**config.mk**
```make
export PLATFORM = sky130hd
export DESIGN_NAME = seg_scan_decoder
export DESIGN_NICKNAME = d
export VERILOG_FILES = /design/src/rtl/seg_pkg.sv /design/src/rtl/seg_pattern_decode.sv /design/src/rtl/seg_scan_decoder.sv
export SDC_FILE = /design/constraint.sdc
export NUM_CORES = 1
export LEC_CHECK = 0
export ABC_AREA = 0
export CAP_MARGIN = 10
export CORE_MARGIN = 4
export CORE_UTILIZATION = 45
export DETAILED_ROUTE_END_ITERATION = 7
export HOLD_SLACK_MARGIN = 0.08
export PLACE_DENSITY = 0.7
export SYNTH_ARGS = -nofsm -noshare
export SYNTH_HDL_FRONTEND = slang
export SYNTH_SLANG_ARGS = --single-unit
```
**constraint.sdc**
```tcl
create_clock -name clk -period 2.6 [get_ports clk]
set_input_delay 0.78 -clock clk [delete_from_list [all_inputs] [get_ports clk]]
set_output_delay 0.78 -clock clk [all_outputs]
set_load 0.1 [all_outputs]
```
**src/rtl/seg_pkg.sv**
```systemverilog
// seg_pkg
// Shared definitions for the seven-segment path. The display bus is
// active-low, so a lit segment is a 0 on the wire. seg[7] is the decimal
// point and seg[6:0] are segments g..a.
//
// Contents:
//   SEG_BLANK      - pattern on seg[6:0] with every segment dark
//   segPattern()   - hex nibble -> active-low g..a pattern (same table as the encoder)
//   isOneHotLow()  - true when exactly one digit enable is driven low
//   scan_state_e   - scan decoder FSM states
package seg_pkg;

  localparam logic [6:0] SEG_BLANK = 7'h7F;

  typedef enum logic [1:0] {
    WAIT,
    SETTLE,
    HELD
  } scan_state_e;

  // Active-low g..a pattern for each hex digit. Any change here must be
  // mirrored in the encoder, because both sides use this table.
  function automatic logic [6:0] segPattern(input logic [3:0] nibble);
    logic [6:0] pattern;
    case (nibble)
      4'h0:    pattern = 7'h40;
      4'h1:    pattern = 7'h79;
      4'h2:    pattern = 7'h24;
      4'h3:    pattern = 7'h30;
      4'h4:    pattern = 7'h19;
      4'h5:    pattern = 7'h12;
      4'h6:    pattern = 7'h02;
      4'h7:    pattern = 7'h78;
      4'h8:    pattern = 7'h00;
      4'h9:    pattern = 7'h18;
      4'hA:    pattern = 7'h08;
      4'hB:    pattern = 7'h03;
      4'hC:    pattern = 7'h46;
      4'hD:    pattern = 7'h21;
      4'hE:    pattern = 7'h06;
      default: pattern = 7'h0E;
    endcase
    return pattern;
  endfunction

  // A digit is addressed only when exactly one enable is low. All-high means
  // nothing is being driven, and more than one low bit means the scan driver
  // is mid-transition or misbehaving.
  function automatic logic isOneHotLow(input logic [3:0] an);
    return (an == 4'b1110) || (an == 4'b1101) ||
           (an == 4'b1011) || (an == 4'b0111);
  endfunction

endpackage

```
**src/rtl/seg_pattern_decode.sv**
```systemverilog
// seg_pattern_decode
// Purely combinational inverse of the segment table. It turns an active-low
// g..a pattern back into the hex nibble it represents. It also flags the
// all-dark pattern as blank and anything outside the table as an error. In
// both of those cases the nibble is 0.
//
// Ports:
//   pattern_i  in  7  active-low segments g..a (decimal point excluded)
//   nibble_o   out 4  recovered hex value
//   blank_o    out 1  all segments off
//   err_o      out 1  pattern is neither a hex digit nor blank
module seg_pattern_decode
  import seg_pkg::*;
(
  input  logic [6:0] pattern_i,
  output logic [3:0] nibble_o,
  output logic       blank_o,
  output logic       err_o
);

  // Start by assuming an error unless the pattern is blank. Then search the
  // shared table, and clear the error on a match. The table entries are
  // distinct, so at most one entry can match.
  always_comb begin
    nibble_o = 4'h0;
    blank_o  = (pattern_i == SEG_BLANK);
    err_o    = (pattern_i != SEG_BLANK);
    for (int i = 0; i < 16; i++) begin
      if (pattern_i == segPattern(4'(i))) begin
        nibble_o = 4'(i);
        err_o    = 1'b0;
      end
    end
  end

endmodule

```
**src/rtl/seg_scan_decoder.sv**
```systemverilog
// seg_scan_decoder
// Watches a multiplexed active-low seven-segment bus and recovers what each
// of the four digits is showing. The segment and enable lines must hold the
// same value for STABLE_CYC consecutive samples before the addressed digit
// slot is written. This rejects ghosting while the scan driver switches
// digits. Each slot write pulses upd. When all four slots have been written,
// frame is pulsed.
//
// Ports:
//   clk      in  1   rising-edge clock
//   rst      in  1   synchronous active-high reset
//   seg      in  8   active-low segments, seg[7]=dp, seg[6:0]=g..a
//   an       in  4   active-low digit enables, an[i]=0 selects digit i
//   digits   out 16  recovered nibbles, digits[4i+3:4i] is digit i
//   dp       out 4   decimal point lit per digit
//   blank    out 4   digit showed all segments off
//   err      out 4   digit showed a non-hex pattern
//   upd      out 1   one-cycle strobe, a slot was written
//   upd_idx  out 2   slot index of the latest write
//   frame    out 1   one-cycle strobe, all four slots written since last frame
module seg_scan_decoder
  import seg_pkg::*;
#(
  parameter int STABLE_CYC = 4
) (
  input  logic        clk,
  input  logic        rst,
  input  logic [7:0]  seg,
  input  logic [3:0]  an,
  output logic [15:0] digits,
  output logic [3:0]  dp,
  output logic [3:0]  blank,
  output logic [3:0]  err,
  output logic        upd,
  output logic [1:0]  upd_idx,
  output logic        frame
);

  localparam int              CNT_W   = $clog2(STABLE_CYC + 1);
  localparam logic [CNT_W-1:0] CNT_MAX = CNT_W'(STABLE_CYC);
  localparam logic [CNT_W-1:0] CNT_ONE = CNT_W'(1);

  logic [7:0]       seg_q, segPrev_q;
  logic [3:0]       an_q, anPrev_q;
  logic [CNT_W-1:0] cnt_q, cnt_d, cntInc;
  scan_state_e      state_q, state_d;

  logic [15:0] digits_q;
  logic [3:0]  dp_q, blank_q, err_q, seen_q;
  logic        upd_q, frame_q;
  logic [1:0]  updIdx_q;

  logic       changed, anOneHot, commit;
  logic [1:0] commitIdx;
  logic [3:0] decNibble;
  logic       decBlank, decErr;
  logic [3:0] seenNext;

  // The input registers also act as the synchronising stage for the external
  // bus. The previous copy lets the FSM compare each sample with the one
  // before it. Reset loads the idle-bus value, so the first real sample is
  // always treated as a change.
  always_ff @(posedge clk) begin
    if (rst) begin
      seg_q     <= 8'hFF;
      an_q      <= 4'hF;
      segPrev_q <= 8'hFF;
      anPrev_q  <= 4'hF;
    end else begin
      seg_q     <= seg;
      an_q      <= an;
      segPrev_q <= seg_q;
      anPrev_q  <= an_q;
    end
  end

  assign changed  = ({seg_q, an_q} != {segPrev_q, anPrev_q});
  assign anOneHot = isOneHotLow(an_q);
  assign cntInc   = (cnt_q == CNT_MAX) ? cnt_q : cnt_q + CNT_ONE;

  seg_pattern_decode uDecode (
    .pattern_i (seg_q[6:0]),
    .nibble_o  (decNibble),
    .blank_o   (decBlank),
    .err_o     (decErr)
  );

  // State register and stability counter
  always_ff @(posedge clk) begin
    if (rst) begin
      state_q <= WAIT;
      cnt_q   <= '0;
    end else begin
      state_q <= state_d;
      cnt_q   <= cnt_d;
    end
  end

  // Next-state logic. The counter holds the length of the current run of
  // identical samples. A change restarts the run at 1 because the new sample
  // is its first member. Losing a one-hot enable always falls back to WAIT.
  always_comb begin
    state_d = state_q;
    cnt_d   = cnt_q;
    case (state_q)
      WAIT: begin
        if (anOneHot) begin
          state_d = SETTLE;
          cnt_d   = CNT_ONE;
        end else begin
          cnt_d = '0;
        end
      end
      SETTLE: begin
        if (!anOneHot) begin
          state_d = WAIT;
          cnt_d   = '0;
        end else if (changed) begin
          cnt_d = CNT_ONE;
        end else begin
          cnt_d = cntInc;
          if (cntInc == CNT_MAX) state_d = HELD;
        end
      end
      HELD: begin
        if (changed) begin
          state_d = anOneHot ? SETTLE : WAIT;
          cnt_d   = anOneHot ? CNT_ONE : '0;
        end
      end
      default: begin
        state_d = WAIT;
        cnt_d   = '0;
      end
    endcase
  end

  // Output logic. A commit fires on the single SETTLE cycle in which the
  // run reaches STABLE_CYC. HELD blocks any repeat write for the same
  // stable period.
  always_comb begin
    commit = (state_q == SETTLE) && anOneHot && !changed && (cntInc == CNT_MAX);
    case (an_q)
      4'b1101: commitIdx = 2'd1;
      4'b1011: commitIdx = 2'd2;
      4'b0111: commitIdx = 2'd3;
      default: commitIdx = 2'd0;
    endcase
    seenNext = seen_q | (4'b0001 << commitIdx);
  end

  // Slot registers, strobes and seen mask. Only the addressed slot changes on
  // a commit. The seen mask clears on the same edge that completes a frame,
  // so the next frame starts counting immediately.
  always_ff @(posedge clk) begin
    if (rst) begin
      digits_q <= '0;
      dp_q     <= '0;
      blank_q  <= 4'b1111;
      err_q    <= '0;
      seen_q   <= '0;
      upd_q    <= 1'b0;
      frame_q  <= 1'b0;
      updIdx_q <= 2'd0;
    end else begin
      upd_q   <= commit;
      frame_q <= commit && (seenNext == 4'b1111);
      if (commit) begin
        digits_q[4*commitIdx +: 4] <= decNibble;
        dp_q[commitIdx]            <= ~seg_q[7];
        blank_q[commitIdx]         <= decBlank;
        err_q[commitIdx]           <= decErr;
        updIdx_q                   <= commitIdx;
        seen_q                     <= (seenNext == 4'b1111) ? 4'b0000 : seenNext;
      end
    end
  end

  assign digits  = digits_q;
  assign dp      = dp_q;
  assign blank   = blank_q;
  assign err     = err_q;
  assign upd     = upd_q;
  assign upd_idx = updIdx_q;
  assign frame   = frame_q;

endmodule
```
==> impl_metrics.env, run 1 <==
export IMPL_dr_pass1_iters=4
export IMPL_synth_xor_area_share_pct=4.698
export IMPL_fill_cells=632
export IMPL_hpwl_um=4769
export IMPL_worst_pin_slew_ns=0.5211
export IMPL_clock_tree_root_cell="clkbuf_8"
export IMPL_cts_tree="built"
export IMPL_cts_made_buffers=9
export IMPL_p_seq_share_pct=51.5
export IMPL_power_density_nw_per_um2=525.0
export IMPL_yosysTopAreaCell="dfxtp_1"
export IMPL_end_kind="flop"
export IMPL_synth_most_common_cell="dfxtp_1"
export IMPL_cp_data_required_time_ns=2.82
export IMPL_synth_ff_type="dfxtp_1"
export IMPL_ant_nets=0
export IMPL_grt_busiest_layer="met2"
export IMPL_combPwrFrac_pct=10.1
export IMPL_vias_per_cell=5.110
export IMPL_synth_top_family_by_area="simple AND/OR/NAND/NOR gates"
export IMPL_clock_path_buffers=2
export IMPL_die_h_um=91.92
export IMPL_wl_per_cell_um=13.83
export IMPL_start_kind="flop"
export IMPL_yosys_warnings=0
export IMPL_power_switching_w=0.0004970
export IMPL_grtUsageMet2_pct=25.30
export IMPL_seq_area_um2=1304
export IMPL_core_region_area_um2=6832
export IMPL_drt_iter0_drc=98
export IMPL_clock_latency_ns=0.34
export IMPL_synth_edf_count=0
export IMPL_gr_usage_met1_pct=22.26
export IMPL_clock_sinks=65
export IMPL_max_stage_delay_ns=0.49
export IMPL_cts_htree_levels=3
export IMPL_critPathKind="flop to flop"
export IMPL_gp_congestion=0.8198
export IMPL_crit_fanout=15
export IMPL_synth_nets=359
export IMPL_min_path_type="flop to flop"
export IMPL_wl_um=6681
export IMPL_synthCells=335
export IMPL_num_rows=30
export IMPL_setup_viol=0
export IMPL_drc=0
export IMPL_grt_pass1_vias=2399
export IMPL_hold_viol_final=0
export IMPL_hold_buffers=0
export IMPL_yosys_top_cells_count="dfxtp_1, or2_2, mux2i_1, nand2b_1, nor2_1"
export IMPL_finClkSkew_ns=0.009494
export IMPL_p_int_w=0.001527
export IMPL_finalCriticalPeriod_ns=2.447
export IMPL_ys_seq_elements=65
export IMPL_multiInputGateArea_um2=1768
export IMPL_yosysSeqAreaShare_pct=41.06
export IMPL_synth_compound_area_share_pct=8.646
export IMPL_vias=2468
export IMPL_antenna_found_initial=0
export IMPL_crit_arrival_ns=2.67
export IMPL_peakVddDrop_v=0.0002339
export IMPL_synth_area_leaders="dfxtp_1, mux2i_1, or2_2"
export IMPL_slowest_stage="or4b_4"
export IMPL_track_usage_pct=16.76
export IMPL_ioPinCount=46
export IMPL_fmax_mhz=408.6
export IMPL_setup_tns_ns=0
export IMPL_cap_violations=0
export IMPL_asyncSetResetFlopFracSynth_pct=0
export IMPL_min_period_over_period_pct=94.12
export IMPL_port_buffers=45
export IMPL_slew_headroom_pct=65.26
export IMPL_syn_avg_cell_area_um2=9.461
export IMPL_status="completed"
export IMPL_rsz0062_at_grt="no"
export IMPL_yosysUniqueCellTypes=55
export IMPL_syn_cell_area_um2=3169
export IMPL_synthAdderAreaFrac_pct=3.948
export IMPL_synth_top_area_share_pct=41.06
export IMPL_synthSimpleGateAreaFrac_pct=28.54
export IMPL_p_clk_share_pct=38.4
export IMPL_clk_pin_slew_worst_paths_ns=0.07
export IMPL_sw_frac_of_total_pct=24.56
export IMPL_area_growth_pct=21.63
export IMPL_drv_slew=0
export IMPL_dieArea_um2=8449
export IMPL_power_leakage_nw=1.644
export IMPL_die_w_um=91.92
export IMPL_grt_ovfl_total=0
export IMPL_crit_buf_inv=2
export IMPL_initial_utilization_pct=46.39
export IMPL_met3_usage_pct=4.840
export IMPL_critical_path_top_delay_family="simple AND/OR/NAND/NOR gates"
export IMPL_grt_max_degree=33
export IMPL_fin_cells=483
export IMPL_grt_first_pass_wirelength_um=11400
export IMPL_dp_cells=467
export IMPL_post_route_cells_drive_above_1_share_pct=26.36
export IMPL_fin_nets=407
export IMPL_synth_mux_area_share_pct=9.317
export IMPL_antennaDiodeCount=0
export IMPL_path_cells="buf_4 -> ha_1 -> or4b_4 -> a2111oi_4 -> and2_1 -> buf_12 -> nand2_4 -> mux2_1"
-- power groups by stage --
| stage | combinational, W | clock, W | sequential, W |
|---|---|---|---|
| floorplan | 0.000150 | 0 | 0.00105 |
| global placement | 0.000196 | 0 | 0.00106 |
| detailed placement | 0.000199 | 0 | 0.00106 |
| CTS | 0.000201 | 0.000800 | 0.00104 |
| global route | 0.000228 | 0.000849 | 0.00105 |
| finish | 0.000204 | 0.000778 | 0.00104 |
-- tightest hold or removal path: cells and delay by family (launching register included) --
kind / cells / cell delay [ns]
and+or+nand+nor: 1 / 0.05
DFF: 1 / 0.31
AOI/OAI and AO/OA: 1 / 0.05
-- cell type report --
class,instances,share of cell area [%]
Clock inverter,3,0.3895
Tap cell,96,3.116
Multi-Input combinational cell,245,45.86
Timing Repair Buffer,56,11.94
Inverter,6,0.5842
Sequential cell,65,33.82
Clock buffer,12,4.284
-- cell usage in the layout, fill, tap and decap left out, types with 5 or more instances in the layout --
| master | count |
|---|---|
| nand4_1 | 6 |
| clkbuf_8 | 12 |
| a21oi_1 | 16 |
| buf_4 | 42 |
| mux2i_1 | 25 |
| nand3b_1 | 7 |
| nor2b_1 | 10 |
| inv_1 | 5 |
| dfxtp_1 | 63 |
| or2_2 | 26 |
| nor2_1 | 18 |
| nand2_1 | 17 |
| nand3_1 | 7 |
| nor3_1 | 7 |
| xnor2_1 | 13 |
| nand2b_1 | 25 |
| nand2_4 | 6 |
| clkdlybuf4s50_1 | 12 |
| ha_1 | 9 |
-- flip-flops by register name, indices dropped and copies added (netlist names), 3 cells and up --
name,cells
cnt_q,3
segPrev_q,8
an_q,4
digits,16
seen_q,4
err,4
dp,4
blank,4
anPrev_q,4
seg_q,8
-- cell families (layout without fill, tap and decap cells) --
logic type | count (synthesis) | after routing
AO/OA/AOI/OAI | 40 | 40
XOR/XNOR | 17 | 17
adder cells (fa/ha/maj) | 10 | 10
buffers and inverters | 25 | 77
flip-flops | 65 | 65
multiplexers | 29 | 29
AND/OR/NAND/NOR | 149 | 149
-- metrics by stage --
step	util [%]	hold WS, ns	cell area, µm²	power, W	setup WS, ns
after CTS	55.99	0.4604	3825	0.002043	0.05172
after global placement	53.35	0.4525	3645	0.001260	0.1464
after global routing	56.43	0.4972	3855	0.002122	0.03690
after detailed placement	53.35	0.4532	3645	0.001264	0.06982
after floorplan	-	0.4588	3169	0.001202	0.1283
final	56.43	0.4572	3855	0.002024	0.1528
-- layer usage --
layer / wire length [µm] / vias to the layer above
li1: - / 1247
met1: 3085 / 1141
met2: 3065 / 61
met3: 348 / 19
met4: 181 / 0
met5: 0 / -
-- timing repair --
action,CTS,global route
hold endpoints to repair,0,0
endpoints found under the setup margin,0,9
gates resized for setup,0,4
buffers inserted,0,1
-- path summary, 6_finish.rpt --
check | startpoint | end | slack, ns | cells after the start
worst min register to register | digits[13]$_SDFFE_PP0P_ | digits[13]$_SDFFE_PP0P_ | 0.46 | 2
worst max register to register | cnt_q[0]$_SDFFE_PP0N_ | digits[3]$_SDFFE_PP0P_ | 0.15 | 8
worst min-delay path | digits[13]$_SDFFE_PP0P_ | digits[13]$_SDFFE_PP0P_ | 0.46 | 2
worst max-delay path | cnt_q[0]$_SDFFE_PP0N_ | digits[3]$_SDFFE_PP0P_ | 0.15 | 8
No activity file was read; power rests on OpenSTA's default activity.
==> run 2: changes to the inputs <==
--- a/config.mk
+++ b/config.mk
@@ -7,6 +7,7 @@
 export LEC_CHECK = 0
 export ABC_AREA = 0
 export CAP_MARGIN = 10
+export CORE_ASPECT_RATIO = 0.7
 export CORE_MARGIN = 4
 export CORE_UTILIZATION = 45
 export DETAILED_ROUTE_END_ITERATION = 7
==> impl_metrics.env, run 2 (synthesis gave the netlist of run 1 again) <==
export IMPL_dr_pass1_iters=4
export IMPL_antennaDiodeCount=0
export IMPL_crit_arrival_ns=2.70
export IMPL_wl_um=6759
export IMPL_clock_path_buffers=2
export IMPL_die_w_um=108.3
export IMPL_port_buffers=45
export IMPL_holdPathStages=2
export IMPL_wl_per_cell_um=13.99
export IMPL_power_leakage_nw=1.644
export IMPL_vias=2443
export IMPL_hpwl_um=5021
export IMPL_drv_slew=0
export IMPL_start_kind="flop"
export IMPL_ant_nets=0
export IMPL_cts_made_buffers=9
export IMPL_rsz0062_at_grt="no"
export IMPL_gp_congestion=0.8703
export IMPL_worstHoldEndpoint="digits[15]$_SDFFE_PP0P_"
export IMPL_clock_tree_root_cell="clkbuf_8"
export IMPL_timing_rr_start="cnt_q[0]$_SDFFE_PP0N_"
export IMPL_ioPinCount=46
export IMPL_setup_tns_ns=0
export IMPL_dp_cells=467
export IMPL_cts_htree_levels=3
export IMPL_crit_fanout=15
export IMPL_fmax_mhz=404.9
export IMPL_largest_reg_flops=16
export IMPL_min_period_over_period_pct=94.99
export IMPL_dieArea_um2=8471
export IMPL_min_path_type="flop to flop"
export IMPL_track_usage_pct=17.00
export IMPL_die_h_um=78.22
export IMPL_area_growth_pct=21.91
export IMPL_cp_data_required_time_ns=2.83
export IMPL_setup_viol=0
export IMPL_antenna_found_initial=0
export IMPL_drc=0
export IMPL_critPathKind="flop to flop"
export IMPL_final_common_cell="dfxtp_1"
export IMPL_finClkSkew_ns=0.007187
export IMPL_grt_pass1_vias=2352
export IMPL_peakVddDrop_v=0.0002970
export IMPL_end_kind="flop"
export IMPL_hold_viol_final=0
export IMPL_core_region_area_um2=6788
export IMPL_fin_cells=483
export IMPL_fin_nets=409
export IMPL_clock_latency_ns=0.34
export IMPL_grt_ovfl_total=0
export IMPL_r2r_cells=8
export IMPL_clk_pin_slew_worst_paths_ns=0.07
export IMPL_final_cell_mix="dfxtp_1, buf_4, or2_2"
export IMPL_power_density_nw_per_um2=518.1
export IMPL_worstHoldStart="digits[15]$_SDFFE_PP0P_"
export IMPL_cts_tree="built"
export IMPL_grt_first_pass_wirelength_um=11330
export IMPL_clock_sinks=65
export IMPL_r2r_end="digits[3]$_SDFFE_PP0P_"
export IMPL_post_route_cells_drive_above_1_share_pct=26.22
export IMPL_slew_headroom_pct=60.11
export IMPL_grt_max_degree=42
export IMPL_drt_iter0_drc=138
export IMPL_status="completed"
export IMPL_worst_pin_slew_ns=0.5955
export IMPL_num_rows=25
export IMPL_initial_utilization_pct=46.69
export IMPL_finalCriticalPeriod_ns=2.470
export IMPL_r2r_setup_slack_ns=0.13
export IMPL_vias_per_cell=5.058
export IMPL_cap_violations=0
==> run 2: metrics by stage <==
stage / power [W] / area, µm² / hold WS (ns) / setup slack [ns] / utilization [%]
2_1_floorplan: 0.001202 / 3169 / 0.4588 / 0.1283 / -
3_3_place_gp: 0.001266 / 3670 / 0.4577 / 0.1370 / 54.06
3_5_place_dp: 0.001268 / 3670 / 0.4589 / 0.07284 / 54.06
4_1_cts: 0.002018 / 3841 / 0.4671 / 0.05645 / 56.59
5_1_grt: 0.002091 / 3864 / 0.4916 / 0.005411 / 56.92
6_report: 0.002002 / 3864 / 0.4633 / 0.1302 / 56.92
==> run 2: critical path: stages, from the launching register on <==
cell and delay, ns:
dfxtp_1 0.36, inv_2 0.06, ha_1 0.33, or4b_4 0.51, a2111oi_4 0.32, and2_1 0.22, buf_12 0.18, nand2_4 0.08
mux2_1 0.30
==> run 2: power breakdown <==
group | internal [W] | switching, W | leakage [nW]
Combinational | 0.0000991 | 0.000110 | 1.03
Sequential | 0.00102 | 0.0000247 | 0.530
Clock | 0.000368 | 0.000384 | 0.0854
Total | 0.00148 | 0.000519 | 1.64
==> run 2: how the worst max path moves through the flow <==
| stage | start | end | cells past startpoint |
|---|---|---|---|
| floorplan | cnt_q[0]$_SDFFE_PP0N_ | upd_idx[0]$_SDFFE_PP0P_ | 9 |
| global placement | cnt_q[1]$_SDFFE_PP0N_ | digits[3]$_SDFFE_PP0P_ | 8 |
| detailed placement | cnt_q[1]$_SDFFE_PP0N_ | digits[13]$_SDFFE_PP0P_ | 8 |
| CTS | cnt_q[1]$_SDFFE_PP0N_ | digits[13]$_SDFFE_PP0P_ | 8 |
| global route | cnt_q[0]$_SDFFE_PP0N_ | digits[15]$_SDFFE_PP0P_ | 8 |
| finish | cnt_q[0]$_SDFFE_PP0N_ | digits[3]$_SDFFE_PP0P_ | 8 |
==> run 2: what timing repair did <==
action | 4_1_cts | 5_1_grt
hold buffers | 0 | 0
endpoints found under the setup margin | 0 | 5
buffers inserted | 0 | 1
resized for setup | 0 | 4
==> run 2: area by class of cell <==
class | instances | area (µm²)
fillers | 610 | 2924
repair buffers | 58 | 488.0
flip-flops and latches | 65 | 1303
clock buffers | 11 | 141.4
multi-input cells | 245 | 1762
clock inverters | 4 | 30.03
inverters | 6 | 22.52
well taps | 94 | 117.6
==> run 2: layer usage <==
metal | track usage (%) | part of all wire [%]
met5 | 0 | 0
met4 | 4.540 | 1.1
met3 | 5.341 | 5.9
met2 | 25.19 | 42
met1 | 23.86 | 51
==> run 3: changes to the inputs <==
--- a/config.mk
+++ b/config.mk
@@ -6,7 +6,7 @@
 export NUM_CORES = 1
 export LEC_CHECK = 0
 export ABC_AREA = 0
-export CAP_MARGIN = 10
+export CAP_MARGIN = 25
 export CORE_ASPECT_RATIO = 0.7
 export CORE_MARGIN = 4
 export CORE_UTILIZATION = 45
==> results of run 3 <==
Same layout as run 2: the final DEF is identical, and so are final timing and power.
